**src/rtl/node_injector_if.sv**
```systemverilog
`default_nettype none
// ============================================================================
//  Module      : node_injector_if
//  Description : Bundles the host-side push port, the upstream ring inputs and
//                the node-controller-facing outputs of node_injector. The
//                optional statistics signals exist only when
//                NODE_INJECTOR_COUNT_EN is defined.
//  Revision    : 1.0 - initial release
// ============================================================================
interface node_injector_if #(
    parameter int FIFO_DEPTH = 4
);
    localparam int c_CNT_W = $clog2(FIFO_DEPTH) + 1;

    // Host push port
    logic                host_valid;
    logic                host_ready;
    logic [2:0]          host_dest;
    logic [25:0]         host_payload;

    // Upstream ring inputs
    logic                ring_enable_in;
    logic [1:0]          ring_source_in;
    logic [31:0]         ring_instruction_in;

    // Node controller outputs and status
    logic                controller_enable;
    logic [1:0]          source_port;
    logic [31:0]         instruction_out;
    logic [c_CNT_W-1:0]  fifo_count;
    logic                starved;
`ifdef NODE_INJECTOR_COUNT_EN
    logic [15:0]         inject_count;
    logic [15:0]         drop_attempts;
`endif

    // Host / ring / environment side
    modport master (
        output host_valid,
        output host_dest,
        output host_payload,
        output ring_enable_in,
        output ring_source_in,
        output ring_instruction_in,
        input  host_ready,
        input  controller_enable,
        input  source_port,
        input  instruction_out,
        input  fifo_count,
        input  starved
`ifdef NODE_INJECTOR_COUNT_EN
        ,
        input  inject_count,
        input  drop_attempts
`endif
    );

    // Injector side
    modport slave (
        input  host_valid,
        input  host_dest,
        input  host_payload,
        input  ring_enable_in,
        input  ring_source_in,
        input  ring_instruction_in,
        output host_ready,
        output controller_enable,
        output source_port,
        output instruction_out,
        output fifo_count,
        output starved
`ifdef NODE_INJECTOR_COUNT_EN
        ,
        output inject_count,
        output drop_attempts
`endif
    );
endinterface
`default_nettype wire

```
**src/rtl/node_injector.sv**
```systemverilog
`default_nettype none
// ============================================================================
//  Module      : node_injector
//  Description : Ring source stage. Queues host packets and injects them into
//                the local node controller in slots the upstream ring leaves
//                idle. Ring traffic always has priority. Injected words are
//                {dest[2:0], NODE_IP[2:0], payload[25:0]} with source_port 01.
//                Optional statistics (inject_count, drop_attempts) are built
//                when NODE_INJECTOR_COUNT_EN is defined.
//  Revision    : 1.0 - initial release
// ============================================================================
module node_injector #(
    parameter logic [2:0] NODE_IP      = 3'b000,
    parameter int         FIFO_DEPTH   = 4,
    parameter int         GAP_CYCLES   = 1,
    parameter int         STARVE_LIMIT = 8
) (
    input wire              clk,
    input wire              reset,
    node_injector_if.slave  bus
);

    localparam int c_PTR_W = $clog2(FIFO_DEPTH);
    localparam int c_CNT_W = c_PTR_W + 1;
    localparam int c_GAP_W = (GAP_CYCLES > 0) ? $clog2(GAP_CYCLES + 1) : 1;
    localparam int c_STV_W = $clog2(STARVE_LIMIT + 1);

    typedef enum logic [1:0] {
        S_IDLE = 2'd0,
        S_ARB  = 2'd1,
        S_GAP  = 2'd2
    } state_t;

    // Queue entry layout: {dest[2:0], payload[25:0]}
    logic [28:0]         fifo_mem [FIFO_DEPTH];
    logic [c_PTR_W-1:0]  wr_ptr_q;
    logic [c_PTR_W-1:0]  rd_ptr_q;
    logic [c_CNT_W-1:0]  count_q, count_d;

    state_t              state_q, state_d;
    logic [c_GAP_W-1:0]  gap_q, gap_d;
    logic [c_STV_W-1:0]  starve_q, starve_d;
    logic                starved_q, starved_d;

    logic                en_q, en_d;
    logic [1:0]          src_q, src_d;
    logic [31:0]         instr_q, instr_d;

    logic                w_full;
    logic                w_push;
    logic                w_inject;
    logic [28:0]         w_head;

    assign w_full   = (count_q == c_CNT_W'(FIFO_DEPTH));
    assign w_push   = bus.host_valid && !w_full;
    // A local slot exists only when the ring leaves this cycle empty
    assign w_inject = (state_q == S_ARB) && !bus.ring_enable_in;
    assign w_head   = fifo_mem[rd_ptr_q];

    // Queue storage: written at the tail on an accepted push
    always_ff @(posedge clk) begin
        if (w_push) begin
            fifo_mem[wr_ptr_q] <= {bus.host_dest, bus.host_payload};
        end
    end

    // Queue pointers and occupancy
    always_ff @(posedge clk or posedge reset) begin
        if (reset) begin
            wr_ptr_q <= '0;
            rd_ptr_q <= '0;
            count_q  <= '0;
        end else begin
            if (w_push) begin
                wr_ptr_q <= wr_ptr_q + c_PTR_W'(1);
            end
            if (w_inject) begin
                rd_ptr_q <= rd_ptr_q + c_PTR_W'(1);
            end
            count_q <= count_d;
        end
    end

    // Slot decision, state machine and starvation tracking
    always_comb begin
        count_d   = count_q;
        state_d   = state_q;
        gap_d     = gap_q;
        starve_d  = starve_q;
        en_d      = 1'b0;
        src_d     = src_q;
        instr_d   = instr_q;

        case ({w_push, w_inject})
            2'b10:   count_d = count_q + c_CNT_W'(1);
            2'b01:   count_d = count_q - c_CNT_W'(1);
            default: count_d = count_q;
        endcase

        if (bus.ring_enable_in) begin
            en_d    = 1'b1;
            src_d   = bus.ring_source_in;
            instr_d = bus.ring_instruction_in;
        end else if (w_inject) begin
            en_d    = 1'b1;
            src_d   = 2'b01;
            instr_d = {w_head[28:26], NODE_IP, w_head[25:0]};
        end

        case (state_q)
            S_IDLE: begin
                if (count_d != '0) begin
                    state_d = S_ARB;
                end
            end
            S_ARB: begin
                if (w_inject) begin
                    starve_d = '0;
                    if (GAP_CYCLES > 0) begin
                        state_d = S_GAP;
                        gap_d   = c_GAP_W'(GAP_CYCLES);
                    end else begin
                        state_d = (count_d != '0) ? S_ARB : S_IDLE;
                    end
                end else if (starve_q != c_STV_W'(STARVE_LIMIT)) begin
                    // In ARB without injecting means the ring held the slot
                    starve_d = starve_q + c_STV_W'(1);
                end
            end
            S_GAP: begin
                gap_d = gap_q - c_GAP_W'(1);
                if (gap_q <= c_GAP_W'(1)) begin
                    state_d = (count_d != '0) ? S_ARB : S_IDLE;
                end
            end
            default: begin
                state_d = S_IDLE;
            end
        endcase

        starved_d = (starve_d == c_STV_W'(STARVE_LIMIT));
    end

    // Registered state and outputs
    always_ff @(posedge clk or posedge reset) begin
        if (reset) begin
            state_q   <= S_IDLE;
            gap_q     <= '0;
            starve_q  <= '0;
            starved_q <= 1'b0;
            en_q      <= 1'b0;
            src_q     <= 2'b00;
            instr_q   <= '0;
        end else begin
            state_q   <= state_d;
            gap_q     <= gap_d;
            starve_q  <= starve_d;
            starved_q <= starved_d;
            en_q      <= en_d;
            src_q     <= src_d;
            instr_q   <= instr_d;
        end
    end

    assign bus.host_ready        = !w_full;
    assign bus.controller_enable = en_q;
    assign bus.source_port       = src_q;
    assign bus.instruction_out   = instr_q;
    assign bus.fifo_count        = count_q;
    assign bus.starved           = starved_q;

`ifdef NODE_INJECTOR_COUNT_EN
    logic [15:0] inject_count_q;
    logic [15:0] drop_attempts_q;

    // Injection counter wraps; drop counter saturates
    always_ff @(posedge clk or posedge reset) begin
        if (reset) begin
            inject_count_q  <= '0;
            drop_attempts_q <= '0;
        end else begin
            if (w_inject) begin
                inject_count_q <= inject_count_q + 16'd1;
            end
            if (bus.host_valid && w_full && (drop_attempts_q != 16'hFFFF)) begin
                drop_attempts_q <= drop_attempts_q + 16'd1;
            end
        end
    end

    assign bus.inject_count  = inject_count_q;
    assign bus.drop_attempts = drop_attempts_q;
`endif

endmodule
`default_nettype wire

```
**src/flat_wrapper.sv**
```systemverilog
// flat-port wrapper written by rule: the top's interface ports become plain ports
module node_injector_flat 
#(
    parameter logic [2:0] NODE_IP      = 3'b000,
    parameter int         FIFO_DEPTH   = 4,
    parameter int         GAP_CYCLES   = 1,
    parameter int         STARVE_LIMIT = 8
)
  (clk, reset, bus_host_valid, bus_host_dest, bus_host_payload, bus_ring_enable_in, bus_ring_source_in, bus_ring_instruction_in, bus_host_ready, bus_controller_enable, bus_source_port, bus_instruction_out, bus_fifo_count, bus_starved);
  node_injector_if #(.FIFO_DEPTH(FIFO_DEPTH)) bus_i ();
  input wire clk;
  input wire reset;
  input wire logic [$bits(bus_i.host_valid)-1:0] bus_host_valid;
  input wire logic [$bits(bus_i.host_dest)-1:0] bus_host_dest;
  input wire logic [$bits(bus_i.host_payload)-1:0] bus_host_payload;
  input wire logic [$bits(bus_i.ring_enable_in)-1:0] bus_ring_enable_in;
  input wire logic [$bits(bus_i.ring_source_in)-1:0] bus_ring_source_in;
  input wire logic [$bits(bus_i.ring_instruction_in)-1:0] bus_ring_instruction_in;
  output wire logic [$bits(bus_i.host_ready)-1:0] bus_host_ready;
  output wire logic [$bits(bus_i.controller_enable)-1:0] bus_controller_enable;
  output wire logic [$bits(bus_i.source_port)-1:0] bus_source_port;
  output wire logic [$bits(bus_i.instruction_out)-1:0] bus_instruction_out;
  output wire logic [$bits(bus_i.fifo_count)-1:0] bus_fifo_count;
  output wire logic [$bits(bus_i.starved)-1:0] bus_starved;
  assign bus_i.host_valid = bus_host_valid;
  assign bus_i.host_dest = bus_host_dest;
  assign bus_i.host_payload = bus_host_payload;
  assign bus_i.ring_enable_in = bus_ring_enable_in;
  assign bus_i.ring_source_in = bus_ring_source_in;
  assign bus_i.ring_instruction_in = bus_ring_instruction_in;
  assign bus_host_ready = bus_i.host_ready;
  assign bus_controller_enable = bus_i.controller_enable;
  assign bus_source_port = bus_i.source_port;
  assign bus_instruction_out = bus_i.instruction_out;
  assign bus_fifo_count = bus_i.fifo_count;
  assign bus_starved = bus_i.starved;
  node_injector #(.NODE_IP(NODE_IP), .FIFO_DEPTH(FIFO_DEPTH), .GAP_CYCLES(GAP_CYCLES), .STARVE_LIMIT(STARVE_LIMIT)) u_core (.clk(clk), .reset(reset), .bus(bus_i));
endmodule
```
**config.mk**
```make
export PLATFORM = sky130hd
export DESIGN_NAME = node_injector_flat
export DESIGN_NICKNAME = d
export VERILOG_FILES = /design/src/rtl/node_injector_if.sv /design/src/rtl/node_injector.sv /design/src/flat_wrapper.sv
export SDC_FILE = /design/constraint.sdc
export NUM_CORES = 1
export LEC_CHECK = 0
export BUFFER_PORTS_ARGS = -buffer_cell sky130_fd_sc_hd__buf_4
export CORE_UTILIZATION = 50
export CTS_BUF_LIST = sky130_fd_sc_hd__clkbuf_4 sky130_fd_sc_hd__clkbuf_8
export CTS_CLUSTER_DIAMETER = 100
export DETAILED_ROUTE_END_ITERATION = 7
export PLACE_DENSITY = 0.7
export SLEW_MARGIN = 20
export SYNTH_ARGS = -nofsm -noshare
export SYNTH_HDL_FRONTEND = slang
export SYNTH_SLANG_ARGS = --single-unit
```
**constraint.sdc**
```tcl
create_clock -name clk -period 3.48 [get_ports clk]
set_clock_uncertainty 0.05 [all_clocks]
set_input_delay 0.696 -clock clk [delete_from_list [all_inputs] [get_ports clk]]
set_output_delay 0.696 -clock clk [all_outputs]
set_load 0.02 [all_outputs]
```
==> results of run 1 <==
-- metal layers --
metal | vias to the layer above | GRT usage (%) | routed length (microns) | part of all wire [%]
met3 | 16 | 5.23 | 551 | 4.4
li1 | 1654 | - | - | -
met2 | 92 | 34.4 | 6400 | 52
met1 | 1816 | 26.0 | 5290 | 43
met4 | 0 | 7.62 | 177 | 1.4
met5 | - | 0 | 0 | 0
-- logic make-up after synthesis --
group,Yosys count,share of synthesized area (%)
muxes,31,10.5
xor gates and xnor gates,7,0.953
and+or+nand+nor,65,4.41
adders and majority gates,8,1.67
buffers and inverters,29,2.02
DFF,165,73.2
AOI/OAI and AO/OA,69,7.25
-- cell type report --
| class | count | share of cell area [%] |
|---|---|---|
| flip-flops and latches | 165 | 60.4 |
| multi-input cells | 180 | 20.6 |
| repair buffers | 112 | 10.8 |
| clock buffers | 22 | 3.72 |
| well taps | 172 | 2.76 |
| clock inverters | 10 | 1.33 |
| inverters | 8 | 0.401 |
-- how the worst min path moves through the flow --
stage                                     endpoint  slack [ps]  depth (start not counted)
floorplan                       u_core.wr_ptr_q[0]         450                          1
global placement          u_core.bus.fifo_count[2]         460                          1
detailed placement        u_core.bus.fifo_count[2]         470                          1
CTS                         u_core.fifo_mem[3][20]         360                          1
global route                u_core.fifo_mem[0][17]         360                          1
finish              u_core.bus.instruction_out[31]         350                          2
-- power by group through the flow --
| stage | clock [mW] | sequential (mW) | combinational [mW] |
|---|---|---|---|
| floorplan | 0 | 3.01 | 1.22 |
| global placement | 0 | 2.90 | 1.97 |
| detailed placement | 0 | 2.93 | 2.01 |
| CTS | 1.38 | 2.89 | 2.01 |
| global route | 1.46 | 2.94 | 2.17 |
| finish | 1.36 | 2.89 | 1.97 |
-- synthesized netlist by cell type, types with 2 or more instances --
master	number
a21oi_1	29
a2bb2oi_1	29
and3_1	4
buf_2	2
buf_4	5
clkbuf_1	13
dfrtp_1	49
edfxtp_1	116
ha_1	7
inv_1	7
mux2_2	2
mux4_2	29
nand2_1	47
nand3_1	3
nor2_1	5
nor2b_1	2
o21ai_0	8
xnor2_1	5
xor2_1	2
-- registers in the layout, indices dropped and copies added (netlist names) --
signal / flops
u_core.bus.starved: 1
u_core.bus.controller_enable: 1
u_core.bus.fifo_count: 3
u_core.wr_ptr_q: 2
u_core.bus.instruction_out: 32
u_core.bus.source_port: 2
u_core.fifo_mem: 116
u_core.state_q: 2
u_core.rd_ptr_q: 2
u_core.starve_q: 4
-- per-stage QoR --
step                      power, mW  cell area, sq um  cells
final                          6.22              7800    669
after global routing           6.56              7800    669
after CTS                      6.29              7800    669
after detailed placement       4.94              7400    637
after global placement         4.87              7400    637
after floorplan                4.23              6430    374
==> flow_summary_export.csv, run 1 <==
group,metric,value,unit
outcome,outcome,"finished clean",
power_and_ir_drop,p_clk_share,21.9,%
sta,worstMarginPinSlew,904,ps
sta,grt_setup_unrepaired,"false",
sta,period_share,68.7,%
cells_and_area,antenna_cells,0,
route,ant_nets,0,
power_and_ir_drop,swShare,32.2,%
critical_path,start_kind,"register",
route,via_count,3578,
clock_tree,cts_buffers,17,
cells_and_area,layout_commonest_cell,"edfxtp_1",
route,vias_per_cell,5.35,
floorplanning,die_h,115,microns
synthesis,syn-num-nets,449,
critical_path,crit_fanout,6,
power_and_ir_drop,power.leakage,3.02,nW
critical_path,crit_start,"u_core.bus.fifo_count[0]",
cells_and_area,drive_above_1_share,37.4,%
sta,slew_headroom,39.7,%
synthesis,yosysWarnings,0,
critical_path,cpPeakStageDelay,440,ps
placement,post-dp-hpwl,7.61,mm
synthesis,synth_top_area_share,54.1,%
route,totalWireLength,12.4,mm
sta,setup_viol,0,
synthesis,yosysSeqAreaShare,73.2,%
clock_tree,cts.hold.buffers_added,0,
sta,finalCriticalPeriod,2390,ps
sta,final-hold-violation-count,0,
critical_path,reg2reg_slack,1090,ps
floorplanning,start_util,51.2,%
critical_path,setup.worst_path.class,"reg2reg",
global_routing,antenna_found_initial,0,
global_routing,grt_pass1_wl,19.7,mm
floorplanning,core_region_area,12600,sq um
cells_and_area,nets,559,
clock_tree,cts_tree,"done",
power_and_ir_drop,switchingPower,2.00,mW
route,drt_iter0_drc,197,
critical_path,worstPathArrival,2670,ps
synthesis,syn_avg_cell_area,17.2,sq um
critical_path,cpMaxStageDelayCell,"dfrtp_1",
sta,fmax,419,MHz
clock_tree,clock_latency,450,ps
critical_path,end_kind,"register",
route,drcViolationCount,0,
floorplanning,pin_count,107,
power_and_ir_drop,ir_drop,0.000280,V
worst_hold_path,hp-class,"in2async",
synthesis,synth_seq_cells,165,
clock_tree,postCtsSetupBuffers,0,
synthesis,synthArstFlopShare,29.7,%
sta,whs,354,ps
power_and_ir_drop,powerDensity,797,nW/um^2
critical_path,critPathBufInv,0,
critical_path,worstSetupEndpoint,"u_core.state_q[0]",
sta,slew_violations,0,
cells_and_area,nFillCells,933,
cells_and_area,post-route-util,62.0,%
synthesis,ys.flop_type,"edfxtp_1",
global_routing,grt_pass1_vias,3775,
cells_and_area,multi_input_area,1610,sq um
floorplanning,rows,41,
critical_path,cp.required,3760,ps
global_routing,grt_usage,20.5,%
floorplanning,die_w,115,microns
critical_path,r2r.worst_path.cells,9,
synthesis,synth_top_cell_by_area,"edfxtp_1",
placement,gp_congestion,0.716,
synthesis,synth.area.top_cells,"edfxtp_1, dfrtp_1, mux4_2, a2bb2oi_1, nand2_1",
synthesis,synth_area,6430,sq um
sta,setup_tns,0,ps
power_and_ir_drop,p_int,4.22,mW
cells_and_area,syn_to_final_growth,21.2,%
placement,port_buffers,106,
clock_tree,cts_sinks,165,
clock_tree,clkTransAtPathRegs,90,ps
sta,setup_slack,1090,ps
route,drtPass1Iterations,4,
cells_and_area,final-seq-area,4710,sq um
global_routing,grt_overflow,0,
critical_path,r2r_start,"u_core.bus.fifo_count[0]",
cells_and_area,final_cell_mix,"edfxtp_1, buf_4, dfrtp_1, nand2_1",
critical_path,r2r-end,"u_core.state_q[0]",
placement,preCtsSetupSlack,982,ps
power_and_ir_drop,combPwrFrac,31.7,%
clock_tree,clockBufferDepth,2,
synthesis,synth_cell_types,29,
route,post_drt_wl_per_cell,18.6,microns
critical_path,crit_cells,9,
power_and_ir_drop,seqPwrFrac,46.4,%
flow_run,maxCapViolCount,0,
clock_tree,root_buffer,"clkbuf_8",
global_routing,grt_max_degree,50,
synthesis,synth_edf_count,116,
critical_path,path_cells,"nor2_1, nand2_1, nand2_1, ha_1, fa_1, xnor2_1, nor2_1, xor2_1, o41a_1",
clock_tree,cts_resized,0,
floorplanning,dieArea,13300,sq um
clock_tree,htreeDepth,4,
critical_path,path_delay_family,"adder cells",
synthesis,synth_cells,374,
Power figures use the tool's default switching activity.
==> inputs of run 2 (changes only) <==
Settings changed: PLACE_DENSITY 0.7 to 0.73.
Clock period 3.48 ns to 1.92 ns, I/O delays scaled along.
==> run 2 against run 1 <==
The flow now finishes with violations (negative setup slack). Critical path depth fell by 2. Non-clock buffer count rose by 16. Cell count rose by 2.4%. Wire length rose by 0.70%. Core utilization rose by 1.7 points. Clock power rose by 83%. Fmax rose by 19%. Sequential share of layout area fell by 1.6 points. Sequential power rose by 76%. Largest cell class unchanged.
==> flow_summary_export.csv, run 2 (synthesis results as in run 1) <==
group,metric,value,unit
outcome,outcome,"finished with violations",
outcome,violations,"negative setup slack",
power_and_ir_drop,powerDensity,1450,nW/um^2
critical_path,r2r.worst_path.cells,7,
power_and_ir_drop,power.leakage,3.11,nW
critical_path,reg2reg_slack,-80,ps
route,met1_length,5.17,mm
cells_and_area,nets,575,
sta,fmax,500,MHz
route,wl_met3,504,microns
cells_and_area,largest_reg_flops,116,
clock_tree,cts_sinks,165,
cells_and_area,syn_to_final_growth,24.4,%
route,post_drt_wl_per_cell,18.3,microns
clock_tree,clkTransAtPathRegs,90,ps
route,ant_nets,0,
route,drcViolationCount,0,
critical_path,r2r-end,"u_core.state_q[0]",
cells_and_area,layout_commonest_cell,"buf_4",
sta,grt_setup_unrepaired,"true",
global_routing,grt_usage,20.7,%
worst_hold_path,hold_end,"u_core.fifo_mem[2][19]",
clock_tree,htreeDepth,4,
clock_tree,root_buffer,"clkbuf_8",
worst_hold_path,min_from,"bus_host_payload[19]",
route,totalWireLength,12.5,mm
power_and_ir_drop,p_int,7.91,mW
power_and_ir_drop,combPwrFrac,34.6,%
route,wl_met2,6.67,mm
power_and_ir_drop,switchingPower,3.68,mW
placement,gp_congestion,0.729,
power_and_ir_drop,swShare,31.7,%
placement,preCtsSetupSlack,-93.0,ps
critical_path,start_kind,"register",
sta,finalCriticalPeriod,2000,ps
cells_and_area,drive_above_1_share,40.7,%
sta,setup_slack,-80.0,ps
sta,period_share,104,%
floorplanning,die_w,115,microns
placement,port_buffers,106,
global_routing,grt_overflow,0,
cells_and_area,nFillCells,913,
cells_and_area,top_register,"u_core.fifo_mem",
clock_tree,cts_tree,"done",
power_and_ir_drop,seqPwrFrac,43.9,%
placement,dp_cells,648,
sta,slew_violations,0,
critical_path,setup.worst_path.class,"reg2reg",
clock_tree,cts_buffers,17,
placement,post-dp-hpwl,7.65,mm
global_routing,grt_pass1_wl,19.8,mm
route,top_layer,"met4",
power_and_ir_drop,p_clk_share,21.5,%
flow_run,maxCapViolCount,0,
route,drtPass1Iterations,4,
floorplanning,pin_count,107,
clock_tree,clock_latency,450,ps
floorplanning,die_h,115,microns
sta,worstMarginPinSlew,798,ps
floorplanning,dieArea,13300,sq um
critical_path,worstPathArrival,2280,ps
clock_tree,clockBufferDepth,2,
route,drt_iter0_drc,159,
global_routing,grt_max_degree,50,
floorplanning,core_region_area,12600,sq um
sta,final-hold-violation-count,0,
cells_and_area,antenna_cells,0,
critical_path,r2r_start,"u_core.bus.fifo_count[1]",
floorplanning,rows,41,
sta,slew_headroom,46.8,%
global_routing,grt_pass1_vias,3787,
route,via_count,3618,
critical_path,crit_fanout,2,
sta,setup_viol,1,
cells_and_area,finalNonFillerCells,685,
floorplanning,start_util,51.2,%
worst_hold_path,hp-class,"in2reg",
global_routing,antenna_found_initial,0,
power_and_ir_drop,ir_drop,0.000625,V
critical_path,cp.required,2200,ps
critical_path,end_kind,"register",
route,vias_per_cell,5.28,
worst_hold_path,hold_depth,1,
cells_and_area,final_cell_mix,"buf_4, edfxtp_1, dfrtp_1, nand2_1",
## run 2: what timing repair did
action | in CTS | in global routing
endpoints found under the setup margin | 1 | 89
pin swaps | 5 | 0
hold buffers | 1 | 0
gates cloned | 0 | 0
resized for setup | 1 | 3
hold endpoints to repair | 49 | 0
buffers inserted | 4 | 1
## run 2: metrics by stage
stage	TNS [ps]	utilization, %	power (mW)	hold slack, ps	cell area, sq um
detailed placement	-113	60.1	9.17	416	7550
floorplan	-319	-	7.78	433	6520
global route	-189	63.7	12.3	52.8	8010
global placement	-75.8	60.1	9.06	402	7550
finish	-80.0	63.7	11.6	82.8	8010
CTS	-79.0	63.6	11.7	52.3	8000
## run 2: power groups by stage
stage	Clock, mW	Sequential, mW	Combinational (mW)
2_1_floorplan	0	5.46	2.32
5_1_grt	2.68	5.16	4.41
6_report	2.49	5.09	4.01
3_3_place_gp	0	5.12	3.95
3_5_place_dp	0	5.17	4.01
4_1_cts	2.54	5.09	4.07
## run 2: layout make-up
class	instances	area (sq um)	share of cell area, %
tap	172	215	2.69
clock inverter	9	101	1.27
timing repair buffer	128	992	12.4
clock buffer	23	304	3.80
multi-input combinational	180	1650	20.6
sequential	165	4710	58.9
inverter	8	30.0	0.375
## run 2: critical path, stage by stage (launching register included)
cell     delay (ps)
dfrtp_2         410
nor2_2          110
nand2_2          70
nand2_2          90
ha_4            150
fa_2            420
mux2_4          280
o41a_1          300
## run 2: worst max-delay path by stage
stage	start	to	slack, ps	cells past startpoint
4_1_cts	u_core.bus.fifo_count[1]	u_core.state_q[0]	-80	7
5_1_grt	u_core.bus.fifo_count[1]	u_core.state_q[0]	-190	9
3_3_place_gp	u_core.bus.fifo_count[0]	u_core.state_q[0]	-80	7
2_1_floorplan	u_core.bus.fifo_count[0]	u_core.state_q[0]	-310	9
3_5_place_dp	u_core.bus.fifo_count[0]	u_core.state_q[0]	-90	7
6_report	u_core.bus.fifo_count[1]	u_core.state_q[0]	-80	7
## run 2: layer usage
layer | up-vias | GRT usage (%)
met4 | 0 | 9.09
met3 | 12 | 4.50
met1 | 1823 | 25.7
met2 | 97 | 35.4
met5 | - | 0
li1 | 1686 | -
